<file path="src/rtl/simple_add_example_pkg.sv">
// Shared constants for the packet summer: summary word field offsets,
// counter width and the lane-count helper.
package simple_add_example_pkg;

  localparam int unsigned CNT_W        = 32;
  localparam int unsigned SUM_LSB      = 0;
  localparam int unsigned BEATS_LSB    = 64;
  localparam int unsigned LANES_LSB    = 96;
  localparam int unsigned PERR_BIT     = 128;

  localparam int unsigned DEF_TDATA_W  = 512;
  localparam int unsigned DEF_ADDER_W  = 32;
  localparam int unsigned LP_NUM_LANES = DEF_TDATA_W / DEF_ADDER_W;

  function automatic int unsigned num_lanes(input int unsigned tdata_w,
                                            input int unsigned adder_w);
    return tdata_w / adder_w;
  endfunction

endpackage

</file>
<file path="src/rtl/simple_add_example_lane_reduce.sv">
// Stage 1: registered keep-masked lane sum, full-lane popcount and
// partial-keep detection for one AXIS beat.
module simple_add_example_lane_reduce
  import simple_add_example_pkg::*;
#(
  parameter int unsigned C_AXIS_TDATA_WIDTH = 512,
  parameter int unsigned C_ADDER_BIT_WIDTH  = 32,
  parameter int unsigned C_SUM_WIDTH        = 64
) (
  input  logic                            clk,
  input  logic                            rst,
  input  logic                            i_en,
  input  logic                            i_valid,
  input  logic [C_AXIS_TDATA_WIDTH-1:0]   i_data,
  input  logic [C_AXIS_TDATA_WIDTH/8-1:0] i_keep,
  input  logic                            i_last,
  input  logic [15:0]                     i_dest,
  output logic                            o_valid,
  output logic [C_SUM_WIDTH-1:0]          o_sum,
  output logic [CNT_W-1:0]                o_cnt,
  output logic                            o_partial,
  output logic                            o_last,
  output logic [15:0]                     o_dest
);

  localparam int unsigned LP_LANES = num_lanes(C_AXIS_TDATA_WIDTH, C_ADDER_BIT_WIDTH);
  localparam int unsigned LP_KB    = C_ADDER_BIT_WIDTH / 8;

  logic [C_SUM_WIDTH-1:0] w_sum;
  logic [CNT_W-1:0]       w_cnt;
  logic                   w_partial;
  logic [LP_KB-1:0]       w_keep_lane;

  logic                   r_valid;
  logic [C_SUM_WIDTH-1:0] r_sum;
  logic [CNT_W-1:0]       r_cnt;
  logic                   r_partial;
  logic                   r_last;
  logic [15:0]            r_dest;

  always_comb begin
    w_sum       = '0;
    w_cnt       = '0;
    w_partial   = 1'b0;
    w_keep_lane = '0;
    for (int unsigned i = 0; i < LP_LANES; i++) begin
      w_keep_lane = i_keep[i*LP_KB +: LP_KB];
      if (&w_keep_lane) begin
        w_sum = w_sum + C_SUM_WIDTH'(i_data[i*C_ADDER_BIT_WIDTH +: C_ADDER_BIT_WIDTH]);
        w_cnt = w_cnt + CNT_W'(1);
      end else if (|w_keep_lane) begin
        w_partial = 1'b1;
      end
    end
  end

  // i_en is the global advance, so i_valid here already implies a handshake
  always_ff @(posedge clk or posedge rst) begin
    if (rst) begin
      r_valid   <= 1'b0;
      r_sum     <= '0;
      r_cnt     <= '0;
      r_partial <= 1'b0;
      r_last    <= 1'b0;
      r_dest    <= '0;
    end else if (i_en) begin
      r_valid <= i_valid;
      if (i_valid) begin
        r_sum     <= w_sum;
        r_cnt     <= w_cnt;
        r_partial <= w_partial;
        r_last    <= i_last;
        r_dest    <= i_dest;
      end
    end
  end

  assign o_valid   = r_valid;
  assign o_sum     = r_sum;
  assign o_cnt     = r_cnt;
  assign o_partial = r_partial;
  assign o_last    = r_last;
  assign o_dest    = r_dest;

endmodule

</file>
<file path="src/rtl/simple_add_example_packet_summer.sv">
// Consumes the adder AXIS output and emits one single-beat summary per
// packet: lane sum, beat count, full-lane count and partial-keep flag.
module simple_add_example_packet_summer
  import simple_add_example_pkg::*;
#(
  parameter int unsigned C_AXIS_TDATA_WIDTH = 512,
  parameter int unsigned C_ADDER_BIT_WIDTH  = 32,
  parameter int unsigned C_SUM_WIDTH        = 64
) (
  input  logic                            s_axis_aclk,
  input  logic                            s_axis_areset,
  input  logic                            s_axis_tvalid,
  output logic                            s_axis_tready,
  input  logic [C_AXIS_TDATA_WIDTH-1:0]   s_axis_tdata,
  input  logic [C_AXIS_TDATA_WIDTH/8-1:0] s_axis_tkeep,
  input  logic                            s_axis_tlast,
  input  logic [15:0]                     s_axis_tdest,
  output logic                            m_axis_tvalid,
  input  logic                            m_axis_tready,
  output logic [C_AXIS_TDATA_WIDTH-1:0]   m_axis_tdata,
  output logic [C_AXIS_TDATA_WIDTH/8-1:0] m_axis_tkeep,
  output logic                            m_axis_tlast,
  output logic [15:0]                     m_axis_tdest
);

  logic                          w_adv;
  logic                          w_s1_valid;
  logic [C_SUM_WIDTH-1:0]        w_s1_sum;
  logic [CNT_W-1:0]              w_s1_cnt;
  logic                          w_s1_partial;
  logic                          w_s1_last;
  logic [15:0]                   w_s1_dest;

  logic [C_SUM_WIDTH-1:0]        w_acc_n;
  logic [CNT_W-1:0]              w_beats_n;
  logic [CNT_W-1:0]              w_lanes_n;
  logic                          w_perr_n;
  logic [15:0]                   w_dest_n;
  logic [C_AXIS_TDATA_WIDTH-1:0] w_word;

  logic                          r_first;
  logic [C_SUM_WIDTH-1:0]        r_acc;
  logic [CNT_W-1:0]              r_beats;
  logic [CNT_W-1:0]              r_lanes;
  logic                          r_perr;
  logic [15:0]                   r_dest;
  logic                          r_m_valid;
  logic [C_AXIS_TDATA_WIDTH-1:0] r_m_data;
  logic [15:0]                   r_m_dest;

  assign w_adv         = ~r_m_valid | m_axis_tready;
  assign s_axis_tready = w_adv;

  simple_add_example_lane_reduce #(
    .C_AXIS_TDATA_WIDTH (C_AXIS_TDATA_WIDTH),
    .C_ADDER_BIT_WIDTH  (C_ADDER_BIT_WIDTH),
    .C_SUM_WIDTH        (C_SUM_WIDTH)
  ) u_lane_reduce (
    .clk       (s_axis_aclk),
    .rst       (s_axis_areset),
    .i_en      (w_adv),
    .i_valid   (s_axis_tvalid),
    .i_data    (s_axis_tdata),
    .i_keep    (s_axis_tkeep),
    .i_last    (s_axis_tlast),
    .i_dest    (s_axis_tdest),
    .o_valid   (w_s1_valid),
    .o_sum     (w_s1_sum),
    .o_cnt     (w_s1_cnt),
    .o_partial (w_s1_partial),
    .o_last    (w_s1_last),
    .o_dest    (w_s1_dest)
  );

  // Next accumulator values; a first beat restarts rather than adds.
  always_comb begin
    w_acc_n   = r_first ? w_s1_sum     : r_acc + w_s1_sum;
    w_beats_n = r_first ? CNT_W'(1)    : r_beats + CNT_W'(1);
    w_lanes_n = r_first ? w_s1_cnt     : r_lanes + w_s1_cnt;
    w_perr_n  = r_first ? w_s1_partial : r_perr | w_s1_partial;
    w_dest_n  = r_first ? w_s1_dest    : r_dest;
    w_word                        = '0;
    w_word[SUM_LSB +: C_SUM_WIDTH] = w_acc_n;
    w_word[BEATS_LSB +: CNT_W]    = w_beats_n;
    w_word[LANES_LSB +: CNT_W]    = w_lanes_n;
    w_word[PERR_BIT]              = w_perr_n;
  end

  always_ff @(posedge s_axis_aclk or posedge s_axis_areset) begin
    if (s_axis_areset) begin
      r_first   <= 1'b1;
      r_acc     <= '0;
      r_beats   <= '0;
      r_lanes   <= '0;
      r_perr    <= 1'b0;
      r_dest    <= '0;
      r_m_valid <= 1'b0;
      r_m_data  <= '0;
      r_m_dest  <= '0;
    end else if (w_adv) begin
      r_m_valid <= w_s1_valid & w_s1_last;
      if (w_s1_valid) begin
        r_acc   <= w_acc_n;
        r_beats <= w_beats_n;
        r_lanes <= w_lanes_n;
        r_perr  <= w_perr_n;
        r_dest  <= w_dest_n;
        r_first <= w_s1_last;
        if (w_s1_last) begin
          r_m_data <= w_word;
          r_m_dest <= w_dest_n;
        end
      end
    end
  end

  assign m_axis_tvalid = r_m_valid;
  assign m_axis_tdata  = r_m_data;
  assign m_axis_tdest  = r_m_dest;
  assign m_axis_tlast  = r_m_valid;
  assign m_axis_tkeep  = '1;

endmodule

</file>
<file path="config.mk">
export PLATFORM = sky130hd
export DESIGN_NAME = simple_add_example_packet_summer
export DESIGN_NICKNAME = d
export VERILOG_FILES = /design/src/rtl/simple_add_example_pkg.sv /design/src/rtl/simple_add_example_lane_reduce.sv /design/src/rtl/simple_add_example_packet_summer.sv
export SDC_FILE = /design/constraint.sdc
export NUM_CORES = 2
export LEC_CHECK = 0
export CORE_AREA = 2 2 463 465
export DETAILED_ROUTE_END_ITERATION = 16
export DIE_AREA = 0 0 465 467
export PLACE_DENSITY_LB_ADDON = 0.25
export SETUP_SLACK_MARGIN = 0.15
export SLEW_MARGIN = 25
export SYNTH_ARGS = -nofsm -noshare
export SYNTH_HDL_FRONTEND = slang
export SYNTH_SLANG_ARGS = --single-unit
export TNS_END_PERCENT = 30
</file>
<file path="constraint.sdc">
create_clock -name s_axis_aclk -period 15.1 [get_ports s_axis_aclk]
set_input_delay 1.51 -clock s_axis_aclk [delete_from_list [all_inputs] [get_ports s_axis_aclk]]
set_output_delay 1.51 -clock s_axis_aclk [all_outputs]
set_load 0.02 [all_outputs]
</file>
Word-level counts from Yosys, hierarchy flattened

Index checks and enable logic that the tools add are counted.

Add/sub/neg operators: 33
Bitwise operators: 4
Reductions and logical operators: 35
Multiplexer cells: 69

Operators by type and width:

| kind                                           | number |
|---|---|
| 2-to-1 mux 64 bit                              | 16 |
| adder 64 x 32 -> 64 bit                        | 14 |
| 2-to-1 mux 32 bit                              | 18 |
| adder 32 x 1 -> 32 bit (second input constant) | 15 |
| adder 64 bit                                   | 1 |
| AND reduction 4 bit                            | 16 |
| OR reduction 4 bit                             | 16 |
| 2-to-1 mux 1 bit                               | 34 |
| adder 32 x 32 -> 33 bit                        | 1 |
| adder 32 bit                                   | 1 |
| 2-to-1 mux 16 bit                              | 1 |
| AND reduction 2 bit                            | 2 |
| AND reduction 3 bit                            | 1 |
| adder 1 x 1 -> 2 bit (second input constant)   | 1 |
| OR 1 bit                                       | 2 |
| AND 1 bit                                      | 1 |
| NOT 1 bit                                      | 1 |

Logic and storage cells: 156
Register bits after elaboration: 407
Bits of input ports: 597

Depth between registers and ports, before layout

Depth in word-level cells: 33
Gate-level depth with buffers: 131
Gate-level depth less buffers: 126

Cells and area by module

From an unflattened synthesis, not the netlist that was laid out.

Cells, all modules: 7,406
Area total of the unflattened synthesis: 55,423.2 um^2

Modules (own cells, without submodules):

| module                           | cells each | sequential area each (um^2) | times used | area each (um^2) |
|---|---|---|---|---|
| simple_add_example_lane_reduce   | 4,891      | 2,052.0                     | 1          | 34,486.8 |
| simple_add_example_packet_summer | 2,515      | 7,308.3                     | 1          | 20,936.3 |

Worst setup path after synthesis

OpenSTA, ideal clock, no wires.

Path type: input -> register
Start point: input s_axis_tkeep[2]
End point: register u_lane_reduce.r_sum[37], in the netlist u_lane_reduce.o_sum[37]
Stages: 112
Arrival: 21,566 ps
Library setup time: 76 ps
Path slack: -6,543 ps
Cells stage by stage: and4_1 > buf_2 > buf_4 > clkbuf_1 > clkbuf_1 > clkbuf_1 > and2_1 > ha_1 > a21oi_1 > maj3_1 > o22ai_1 > a21oi_1 > o21a_1 > o31ai_1 > a21oi_1 > o21a_1 > or3_1 > a21oi_1 > [... 76 more ...] > o22ai_1 > o21ai_0 > a21boi_0 > ha_1 > a21oi_1 > xor2_1 > o211ai_1 > ha_1 > o211ai_1 > o21ai_0 > nand2_1 > o21ai_0 > a21oi_2 > nor3_2 > xnor3_1 > nor3_1 > xor3_1 > o21ai_1

Word-level cells in the longest chain between the ends: 32

Ends and longest elaborated chain:

| item                    | line                                   | RTL |
|---|---|---|
| from (decl)             | simple_add_example_packet_summer.sv:15 | `input logic [C_AXIS_TDATA_WIDTH/8-1:0] s_axis_tkeep,` |
| AND reduction 4 bit *   | simple_add_example_lane_reduce.sv:48   | `if (&w_keep_lane) begin` |
| 2-to-1 mux 32 bit *     | simple_add_example_lane_reduce.sv:48   |  |
| adder 32 x 32 -> 33 bit | simple_add_example_lane_reduce.sv:49   | `w_sum = w_sum + C_SUM_WIDTH'(i_data[i*C_ADDER_BIT_WIDTH +: C_ADDER_BIT_WIDTH]);` |
| 2-to-1 mux 64 bit *     | simple_add_example_lane_reduce.sv:48   |  |
| adder 64 x 32 -> 64 bit | simple_add_example_lane_reduce.sv:49   |  |
| 2-to-1 mux 64 bit *     | simple_add_example_lane_reduce.sv:48   |  |
| adder 64 x 32 -> 64 bit | simple_add_example_lane_reduce.sv:49   |  |
| 2-to-1 mux 64 bit *     | simple_add_example_lane_reduce.sv:48   |  |
| [... 16 more ...]       | n/a                                    |  |
| adder 64 x 32 -> 64 bit | simple_add_example_lane_reduce.sv:49   |  |
| 2-to-1 mux 64 bit *     | simple_add_example_lane_reduce.sv:48   |  |
| adder 64 x 32 -> 64 bit | simple_add_example_lane_reduce.sv:49   |  |
| 2-to-1 mux 64 bit *     | simple_add_example_lane_reduce.sv:48   |  |
| adder 64 x 32 -> 64 bit | simple_add_example_lane_reduce.sv:49   |  |
| 2-to-1 mux 64 bit *     | simple_add_example_lane_reduce.sv:48   |  |
| adder 64 x 32 -> 64 bit | simple_add_example_lane_reduce.sv:49   |  |
| 2-to-1 mux 64 bit *     | simple_add_example_lane_reduce.sv:48   |  |
| to (signal assigned)    | simple_add_example_lane_reduce.sv:69   | `r_sum <= w_sum;` |
| to (decl)               | simple_add_example_lane_reduce.sv:35   | `logic [C_SUM_WIDTH-1:0] r_sum;` |

Every way passes the cells marked *; elsewhere a longest branch is shown, timed or not.
A chain may end at the register's enable or synchronous reset.

Worst setup path in the final report

Start point: input s_axis_tkeep[1]
End point: register u_lane_reduce.r_sum[38], in the netlist u_lane_reduce.o_sum[38]

The elaborated chain is that of the path after synthesis.

==> implementation parameters <==
Parameter                              Value

Run status
  Run status    finished, violations left
  Violated checks    setup timing

Synth
  Proportion of synthesized flip-flops having asynchronous set or reset    100%
  Register bit total from synthesis    around 370
  Flip-flop cell with the highest count after synthesis    sky130_fd_sc_hd__dfrtp_1
  Dominant cell type by area after synthesis    sky130_fd_sc_hd__dfrtp_1
  Share of the synthesized netlist area taken by xor and xnor gates    9.85%
  Syn. warnings    0
  Biggest area contributors in the synthesized netlist    sky130_fd_sc_hd__dfrtp_1 (18%), sky130_fd_sc_hd__ha_1 (14%), sky130_fd_sc_hd__buf_4 (6.4%)
  Post-synthesis sequential area ratio    17.7%
  Simple-gate portion of the synthesized area    a little under a fifth
  Share of synthesized cell area in full adder, half adder and majority cells    roughly 14%
  Post-synthesis cell count    around 7k
  Post-Syn Area    between 50000 and 60000 um2
  Dominant combinational cell family by area after synthesis    compound AO/OA/AOI/OAI gates
  Unique cell type count in the Yosys netlist    133
  Post-Syn Area per Cell    7.53 um2
  Share of the synthesized area in the top cell type    17.6%
  Share of the synthesized area in compound gates (AO/OA/AOI/OAI)    25.6%
  Number of enable flip-flop cells after synthesis    0
  Portion of netlist area occupied by mux cells    around 4%

Placement
  Placed instance count    12.1k
  Count of port buffers added during placement    744
  Routability Congestion    between 0.9 and 1
  HPWL Detailed    a little under 200000 um

CTS
  Clock transition at the registers of the reported paths    0.06 ns
  Depth of the CTS H-tree    2
  Clock tree from TritonCTS    done
  Number of buffers created by CTS    between 40 and 50
  Post-cts hold buffer count    0
  Clk Tree Root Cell    sky130_fd_sc_hd__clkbuf_16
  Clock latency on the worst-skew pair    ~0.60 ns
  Clock sinks    374
  Number of buffers between clock root and the deepest sink    3

STA
  Unrepaired setup endpoints after global routing    true
  Worst slew margin    27.2%
  Final cycle utilization of the critical path    138%
  Final Critical Period    20.86 ns
  Peak clock frequency supported by timing    0.0479 GHz
  Count of final max-slew check failures    0
  Total negative setup slack    -138.54 ns
  Final Hold Fails    0
  Clock tree skew after final layout    0.0355 ns
  Worst Tran Pin Value    1.08 ns
  Hold WS    0.473 ns
  Post-route setup slack    -5.76 ns
  Final-report setup violation count    36

Hold path
  Worst Hold Launch    m_axis_tdata[97]
  Kind of path behind the tightest hold check    register to register
  End of the worst hold path    m_axis_tdata[97]
  Number of cells on the worst hold path    2

Floorplan
  Die area    217000 um2
  Die X-Extent    465 um
  Effective utilization at floorplan    between 20% and 30%
  Number of top-level pins    1192
  Core region area    between 200000 and 250000 um2
  # rows    169
  Height of the die    467 um

Critical path
  CP endpoint kind    register
  Cell depth of the worst flop-to-flop path    27
  Slowest-stage cell, CP    sky130_fd_sc_hd__a221oi_2
  Reg2reg start    u_lane_reduce.o_sum[0]
  Category of the critical setup timing path    primary input to register
  Data arrival time of the critical path    21.34 ns
  Startpoint type of the worst setup path    primary input
  Data required time at the worst endpoint    around 16 ns
  Largest fanout of any net on the critical path    6
  Register-to-Register Setup Slack    7.75 ns
  Worst R2R End    r_acc[62]
  Crit-path max cell delay    0.37 ns
  Library cell appearing most often on the critical path    sky130_fd_sc_hd__a21oi_2

Detailed routing
  Remaining DRCs    0
  Met3 layer wire length in the routed design    about 14000 um
  Count of vias placed by the detailed router    between 50k and 60k
  Wirelength, routed    241000 um
  Vias per cell    between 4 and 5
  Iteration count of the initial detailed-routing pass    6
  Initial DRC Count    3237
  Number of antenna-violating nets in the routed design    0
  WL met2    111000 um
  Top layer used by detailed routing    met5
  Routed metal-1 wirelength    between 100000 and 150000 um
  Routed length per instance    19.3 um

Flow run
  Max-Cap Viols    0

Global route
  Global-route wire length before repair    353000 um
  All-layer global routing usage    21.1%
  Antenna violations before repair    approximately 120
  Via count of the first global-routing pass    approximately 57k
  GR Overflow Total    0
  Pin count of the biggest net entering global routing    between 100 and 150

Power
  Lkg Pwr    39.2 nW
  Cell area power density    98.2 nW/um2
  Worst vdd ir    approximately 75 uV

Layout
  Final #Nets    10.8k
  Ratio of cells with drive above 1 in the final layout    around 31%
  Area growth syn-to-layout    56.3%
  Share of the core filled with cells    roughly two fifths
  Finished Layout Cells    12.5k
==> cells by family after synthesis <==
logic type	after synthesis
AOI/OAI and AO/OA	2192
buffers and inverters	963
muxes	194
DFF	374
adders and majority gates	602
other	2
and+or+nand+nor	2138
xor gates and xnor gates	577
==> per-layer routing <==
metal / vias to the layer above / global-route usage (%)
met2: 1296 / 35.3
met3: 359 / 4.12
met5: - / 0
met1: 27600 / 27.7
met4: 92 / 5.14
li1: 29200 / -
==> sequential cells by signal, summed over array words and instances, names as in the netlist, 16 cells and up <==
signal and flops:
u_lane_reduce.o_dest 16, r_lanes 32, r_beats 32, m_axis_tdata 129
r_acc 64, r_dest 16, u_lane_reduce.o_cnt 16, u_lane_reduce.o_sum 47
m_axis_tdest 16
==> final cells by class <==
| type | count | area, um2 |
|---|---|---|
| fill | 21700 | 129000 |
| timing repair buffer | 2742 | 22700 |
| sequential | 374 | 9360 |
| multi-input combinational | 6150 | 44600 |
| inverter | 267 | 1010 |
| tap | 2821 | 3530 |
| antenna | 28 | 70.1 |
| clock buffer | 64 | 1350 |
| clock inverter | 20 | 282 |
==> worst max-delay path, delay by kind of cell <==
kind,cells,cell delay (ns)
XOR/XNOR,12,1.70
adder cells (fa/ha/maj),15,4.18
buffers and inverters,14,1.93
AND/OR/NAND/NOR,23,2.40
multiplexers,4,1.11
AO/OA/AOI/OAI,50,8.47
==> through the flow <==
step           cell area (um2)  worst slack, ns  total power [mW]
6_report                 82800            -5.76              8.14
5_1_grt                  82800            -6.77              8.78
4_1_cts                  81000            -5.57              7.99
3_5_place_dp             75300            -8.44              6.42
3_3_place_gp             75300            -8.26              6.35
2_1_floorplan            55600            -5.45              4.33
==> Yosys cell counts, types with 80 or more instances <==
cell and instances:
sky130_fd_sc_hd__o21a_1 109, sky130_fd_sc_hd__nand3_1 114, sky130_fd_sc_hd__xor2_1 192, sky130_fd_sc_hd__inv_1 265
sky130_fd_sc_hd__a31oi_1 80, sky130_fd_sc_hd__nor3_1 103, sky130_fd_sc_hd__ha_1 583, sky130_fd_sc_hd__a21oi_1 602
sky130_fd_sc_hd__and2_1 80, sky130_fd_sc_hd__buf_4 451, sky130_fd_sc_hd__nand2_1 901, sky130_fd_sc_hd__clkbuf_1 209
sky130_fd_sc_hd__mux2_2 140, sky130_fd_sc_hd__xnor2_1 370, sky130_fd_sc_hd__dfrtp_1 373, sky130_fd_sc_hd__o21ai_0 649
sky130_fd_sc_hd__nor2_1 534, sky130_fd_sc_hd__a21o_1 230
==> layout by cell type (no fill, tap or decap), types with 54 or more instances in the layout <==
cell	count
sky130_fd_sc_hd__buf_4	1956
sky130_fd_sc_hd__nand2_1	873
sky130_fd_sc_hd__clkdlybuf4s50_1	739
sky130_fd_sc_hd__o21ai_0	529
sky130_fd_sc_hd__nor2_1	501
sky130_fd_sc_hd__conb_1	447
sky130_fd_sc_hd__a21oi_1	446
sky130_fd_sc_hd__ha_1	431
sky130_fd_sc_hd__dfrtp_1	373
sky130_fd_sc_hd__xnor2_1	346
sky130_fd_sc_hd__inv_1	255
sky130_fd_sc_hd__a21o_1	230
sky130_fd_sc_hd__xor2_1	186
sky130_fd_sc_hd__a21oi_2	154
sky130_fd_sc_hd__ha_4	140
sky130_fd_sc_hd__mux2_2	117
sky130_fd_sc_hd__o21a_1	105
sky130_fd_sc_hd__nand3_1	101
sky130_fd_sc_hd__nor3_1	84
sky130_fd_sc_hd__o21ai_1	78
sky130_fd_sc_hd__nand2b_1	77
sky130_fd_sc_hd__o21bai_1	71
sky130_fd_sc_hd__and2_1	70
sky130_fd_sc_hd__o21ai_2	66
sky130_fd_sc_hd__a31oi_1	64
sky130_fd_sc_hd__nor2b_1	61
sky130_fd_sc_hd__nand4_1	54
==> report_power, final <==
group	internal, mW	switching (mW)
clock	0.715	0.470
combinational	2.78	2.76
sequential	1.23	0.181
total	4.73	3.41
==> repair_timing <==
action | CTS | global route
setup endpoints to repair | 38 | 38
pin swaps | 276 | 180
gates cloned | 0 | 0
resized for setup | 534 | 265
hold endpoints to repair | 0 | 0
setup buffers | 205 | 58
==> how the worst max path moves through the flow <==
stage | start | to | slack (ns) | cells past startpoint
after floorplan | s_axis_tkeep[2] | u_lane_reduce.o_sum[37] | -5.45 | 115
after global placement | s_axis_tkeep[0] | u_lane_reduce.o_sum[38] | -8.26 | 109
after detailed placement | s_axis_tkeep[0] | u_lane_reduce.o_sum[38] | -8.44 | 111
after CTS | s_axis_tkeep[1] | u_lane_reduce.o_sum[37] | -5.57 | 116
after global routing | s_axis_tkeep[1] | u_lane_reduce.o_sum[37] | -6.77 | 117
final | s_axis_tkeep[1] | u_lane_reduce.o_sum[38] | -5.76 | 118
Note: power is estimated with default switching activity, not from simulation.
